$ cat config.mk
export PLATFORM = sky130hd
export DESIGN_NAME = lsu
export DESIGN_NICKNAME = d
export VERILOG_FILES = /design/src/rtl/lsu.sv
export SDC_FILE = /design/constraint.sdc
export NUM_CORES = 1
export LEC_CHECK = 0
export BUFFER_PORTS_ARGS = -buffer_cell sky130_fd_sc_hd__buf_2
export CAP_MARGIN = 40
export CORE_AREA = 2 2 82 84
export CTS_CLUSTER_DIAMETER = 100
export DETAILED_ROUTE_END_ITERATION = 6
export DIE_AREA = 0 0 84 86
export MAX_ROUTING_LAYER = met4
export PLACE_DENSITY = 0.79
export SLEW_MARGIN = 40
export SYNTH_ARGS = -nofsm -noshare
export SYNTH_HDL_FRONTEND = slang
export SYNTH_SLANG_ARGS = --single-unit
$ cat constraint.sdc
create_clock -name clk_i -period 2.16 [get_ports clk_i]
set_clock_uncertainty 0.05 [all_clocks]
set_input_delay 0.432 -clock clk_i [delete_from_list [all_inputs] [get_ports clk_i]]
set_output_delay 0.432 -clock clk_i [all_outputs]
set_load 0.05 [all_outputs]
$ cat src/rtl/lsu.sv
// Load/store unit: aligns core accesses to a 32-bit data memory, builds byte
// enables and replicated store data, and extends load data for write-back.
module lsu (
   input  logic        clk_i,
   input  logic        rst_i,
   input  logic        core_req_i,
   input  logic        core_we_i,
   input  logic [2:0]  core_size_i,
   input  logic [31:0] core_addr_i,
   input  logic [31:0] core_wd_i,
   output logic [31:0] core_rd_o,
   output logic        core_stall_o,
   output logic        core_misalign_o,
   output logic        mem_req_o,
   output logic        mem_we_o,
   output logic [3:0]  mem_be_o,
   output logic [31:0] mem_addr_o,
   output logic [31:0] mem_wd_o,
   input  logic [31:0] mem_rd_i,
   input  logic        mem_ready_i,
   output logic        state_o
);

   typedef enum logic {IDLE = 1'b0, BUSY = 1'b1} state_t;

   state_t      state;
   logic        is_byte;
   logic        is_half;
   logic        is_word;
   logic        is_unsigned;
   logic        misalign;
   logic        valid;
   logic [7:0]  rd_byte;
   logic [15:0] rd_half;

   // Reserved size codes (011, 110, 111) fall into the word case.
   always_comb begin
      is_byte     = (core_size_i[1:0] == 2'b00);
      is_half     = (core_size_i[1:0] == 2'b01);
      is_word     = !is_byte && !is_half;
      is_unsigned = core_size_i[2];
      misalign    = core_req_i &&
                    ((is_half && core_addr_i[0]) ||
                     (is_word && (core_addr_i[1:0] != 2'b00)));
      valid       = core_req_i && !misalign && !rst_i;
   end

   always_ff @(posedge clk_i or posedge rst_i) begin
      if (rst_i) begin
         state <= IDLE;
      end else begin
         case (state)
            IDLE: if (valid) state <= BUSY;
            BUSY: if (mem_ready_i) state <= IDLE;
            default: state <= IDLE;
         endcase
      end
   end

   assign state_o = state;

   // The stall drops in the cycle the memory answers, so the core samples
   // load data and advances on that same edge.
   always_comb begin
      core_stall_o    = valid && !((state == BUSY) && mem_ready_i);
      core_misalign_o = misalign && !rst_i;
      mem_req_o       = valid;
      mem_we_o        = core_we_i;
      mem_addr_o      = core_addr_i;
   end

   always_comb begin
      mem_be_o = 4'b1111;
      mem_wd_o = core_wd_i;
      if (is_byte) begin
         mem_be_o = 4'b0001 << core_addr_i[1:0];
         mem_wd_o = {4{core_wd_i[7:0]}};
      end else if (is_half) begin
         mem_be_o = core_addr_i[1] ? 4'b1100 : 4'b0011;
         mem_wd_o = {2{core_wd_i[15:0]}};
      end
   end

   always_comb begin
      case (core_addr_i[1:0])
         2'b00:   rd_byte = mem_rd_i[7:0];
         2'b01:   rd_byte = mem_rd_i[15:8];
         2'b10:   rd_byte = mem_rd_i[23:16];
         default: rd_byte = mem_rd_i[31:24];
      endcase
      rd_half = core_addr_i[1] ? mem_rd_i[31:16] : mem_rd_i[15:0];
      if (is_byte)
         core_rd_o = {{24{!is_unsigned && rd_byte[7]}}, rd_byte};
      else if (is_half)
         core_rd_o = {{16{!is_unsigned && rd_half[15]}}, rd_half};
      else
         core_rd_o = mem_rd_i;
   end

endmodule

Yosys cells after proc, flatten, opt, wreduce, memory -nomap -nowiden
Index checks and enable logic that the tools add are counted.

storage, ports and cells
  flip-flop bits (word level) = 1
  word-level logic and storage cells = 39

operators by class
  eq/ne operators = 3
  shift-type cells = 1
  muxes and demuxes = 12
  bitwise gates (word level) = 1
  reduce and logical (&&, ||, !) cells = 21

operator list
  cell                   count
  $mux W32               4
  $pmux W8 S3            1
  $mux W16               1
  $mux W4                3
  $logic_and A1 B1 Y1    11
  $logic_not A1 Y1       6
  $eq A2 B1 Y1 const B   2
  $logic_not A2 Y1       2
  $shl A1 B2 Y4 const A  1
  $eq A2 B2 Y1 const B   1
  $mux W1                2
  $pmux W1 S2            1
  $reduce_bool A2 Y1     1
  $logic_or A1 B1 Y1     1
  $not A1 Y1             1

Depth between registers and ports, before layout
  word-level depth = 11
  mapped depth = 5
  gate-level depth less buffers = 3

Worst setup path before layout
OpenSTA, ideal clock, no wires.

  path kind = input to output
  from = in core_size_i[0]
  to = out mem_wd_o[29]
  arrival time = 2,063 ps
  required time = 1,678 ps
  slack = -385 ps
  stages on the path = 4
  path through = buf_2 -> buf_1 -> mux2i_1 -> o21ai_0

between the ends
  cells in the longest elaborated chain, start to end = 3
  elaborated cells on any way between the ends = 4

RTL lines
  what             line  source
  start, declared  8     input logic [2:0] core_size_i,
  $eq A2 B1 Y1     39    is_half = (core_size_i[1:0] == 2'b01);
  $mux W32         78    end else if (is_half) begin
  $mux W32 (*)     75    if (is_byte) begin
  end, declared    18    output logic [31:0] mem_wd_o,

Every way passes the cells marked *; elsewhere a longest branch is shown, timed or not.

Worst setup path after layout
  from = in core_addr_i[0]
  to = out core_rd_o[0]

between the ends
  cells in the longest elaborated chain, start to end = 3
  elaborated cells on any way between the ends = 5

RTL lines
  what                                        line  source
  start, declared                             9     input logic [31:0] core_addr_i,
  $eq A2 B2 Y1, or another cell as far along  85    case (core_addr_i[1:0])
  $pmux W8 S3 (*)                             85
  $mux W32 (*)                                92    if (is_byte)
  end, declared                               11    output logic [31:0] core_rd_o,

Marked as above.

==> run_results.csv <==
group,metric,value,unit
critical_path,worstSetupStartpointType,"primary input",
yosys,synth-seq-cells,1,
timing,max_clock_freq,464.3,MHz
cts,path_clk_slew,0,ns
final_layout,nets,455,
yosys,syn-cell-area,1805,um2
timing,final_hold_viol_count,0,
power,total_power,1.041,mW
timing,setup_viol,0,
final_layout,area.growth.synth_to_final,50.59,%
route,routed.top_layer,"met4",
route,vias,2342,
timing,setup_slack,0.006418,ns
placement,dp_hpwl,5733,um
route,wl_per_cell,18.04,um
floorplan,num_rows,29,
route,wl_met3,689,um
yosys,syn_inst,240,
yosys,yosys_warnings,0,
floorplan,die_width,84,um
floorplan,die_area,7224,um2
critical_path,reg2reg_depth,1,
hold_path,hold_class,"primary input to asynchronous set/reset pin",
yosys,synthesis.nets,344,
route,dr.pass1.iters,4,
floorplan,core,6277,um2
route,met1_length,2918,um
yosys,synth_seq_area_share,1.386,%
floorplan,io-pin-count,209,
power,leakagePower,1.329,nW
critical_path,worstPathRequired,1.68,ns
power,power_frac_comb,97.8,%
global_route,grt_pass1_vias,2369,
timing,worstMarginPinSlew,0.2845,ns
timing,slew_violations,0,
power,p_per_area,383.0,nW/um2
critical_path,slowest_stage,"mux4_2",
global_route,grt_overflow,0,
floorplan,start_util,28.76,%
critical_path,cp_max_fo,7,
placement,gp_congestion,0.8482,
placement,pre_cts_slack,-0.1584,ns
route,antenna_left,0,
critical_path,path_common_cell,"buf_12",
power,p_sw_share,64.36,%
final_layout,final_common_cell,"buf_2",
critical_path,crit_family,"multiplexers",
route,wl,7683,um
global_route,grt_max_degree,28,
critical_path,end_kind,"primary output",
critical_path,slowest_delay,0.49,ns
critical_path,r2r-start,"state_o",
timing,fin_crit,2.154,ns
global_route,grt_pass1_wl,11850,um
critical_path,timing.rr.end,"state_o",
global_route,gr-usage-all-layers,20.68,%
status,outcome,"finished, final reports clean",
critical_path,crit_chain,"buf_12 > buf_12 > mux4_2 > a221o_2 > buf_8",
final_layout,multiInputGateArea,1421,um2
power,p_switching,0.6702,mW
final_layout,nFillCells,643,
yosys,ys_types,30,
critical_path,arrival,1.67,ns
route,initialDrtViolationCount,125,
placement,dp.cells,418,
timing,post-route-period-util,99.70,%
timing,relSlewSlack,80.95,%
run,maxCapViolCount,0,
route,drc,0,
cts,cts_hold_buf,0,
critical_path,critPathKind,"primary input to primary output",
timing,rsz0062_at_grt,"true",
floorplan,die_h,86,um
critical_path,crit_buf_inv,3,
route,via_per_inst,5.498,
cts,clock_insertion_delay_worst_skew,0,ns
power,p_int,0.3711,mW
timing,hold_ws,0.2286,ns
final_layout,antennaDiodeCount,0,
global_route,antenna_found_initial,0,
power,p_clk_share,0,%
placement,portBuffers,146,
power,power.share.sequential,2.2,%
final_layout,seqCellArea,25.02,um2
final_layout,largest_reg_flops,1,
route,wl_met2,3734,um
final_layout,drive_above_1_share,61.60,%
yosys,avgSynthCellArea,7.523,um2
final_layout,layout_common_cells,"120 x buf_2, 32 x nand2_1, 22 x o211ai_1",
critical_path,regToRegSetupSlack,1.42,ns
final_layout,final_cells,426,
power,ir_worst_vdd,204.4,uV
[logic make-up after synthesis]
kind of cell	after synthesis	share of synthesized area [%]
simple gates	70	21.21
buf+inv	68	24.46
compound gates	67	27.44
mux	34	25.50
flops	1	1.386
[how the worst max path moves through the flow]
stage	endpoint	start	slack, ns	cells past startpoint
after floorplan	core_rd_o[11]	core_size_i[0]	-0.18	5
after global routing	core_rd_o[16]	core_addr_i[0]	-0.07	7
after detailed placement	core_rd_o[11]	core_addr_i[0]	-0.16	6
after CTS	core_rd_o[0]	core_addr_i[0]	-0.006	5
final	core_rd_o[0]	core_addr_i[0]	0.006	5
after global placement	core_rd_o[0]	core_addr_i[0]	-0.13	5
[power groups by stage]
stage / Clock [mW] / Combinational, mW / Sequential (mW)
floorplan: 0 / 0.823 / 0.0290
global placement: 0 / 0.918 / 0.0226
detailed placement: 0 / 0.928 / 0.0230
CTS: 0 / 1.01 / 0.0230
global route: 0 / 1.07 / 0.0234
finish: 0 / 1.02 / 0.0230
[metal layers]
layer  vias up  track usage (%)
met2       169            35.27
met1      1061            24.84
met3        46            2.117
met4         0            8.944
met5         -                -
li1       1066                -
[per-stage QoR]
stage / util (%) / setup TNS (ns) / area, um2
finish: 43.31 / 0 / 2719
global route: 43.31 / -0.2273 / 2719
CTS: 42.62 / -0.007599 / 2675
detailed placement: 39.41 / -3.247 / 2474
global placement: 39.41 / -2.659 / 2474
floorplan: - / -3.168 / 1864
[Yosys cell counts]
cell,number,area share (%)
a21boi_0,7,2.9
a21o_1,2,0.83
a21oi_1,2,0.55
a221o_1,7,3.9
and3b_1,7,3.4
buf_1,1,0.21
buf_2,8,2.2
buf_4,41,17
buf_6,3,1.9
clkbuf_1,11,2.3
dfrtp_1,1,1.4
inv_1,4,0.83
mux2_2,17,11
mux2i_1,10,5.5
mux4_1,3,4.4
mux4_2,4,5.0
nand2_1,32,6.7
nand2b_1,8,2.8
nand3_1,3,0.83
nand3b_1,7,2.9
nor2_1,1,0.21
nor2_4,1,0.62
nor2b_1,9,3.1
nor3_1,1,0.28
o211ai_1,22,9.1
o211ai_2,4,2.8
o21a_4,1,0.83
o21ai_0,19,5.3
o21bai_1,3,1.2
or2b_1,1,0.42
[what timing repair did]
item	in CTS	in global routing
gates cloned	4	0
hold endpoints to repair	0	0
pin swaps	10	1
setup endpoints to repair	31	22
buffers inserted	4	0
gates resized for setup	35	18
[layout make-up]
type,instances,area share [%]
Tap cell,77,3.543
Timing Repair Buffer,170,42.71
Multi-Input combinational cell,174,52.28
Inverter,4,0.5522
Sequential cell,1,0.9204
No activity file was read; power rests on OpenSTA's default activity.
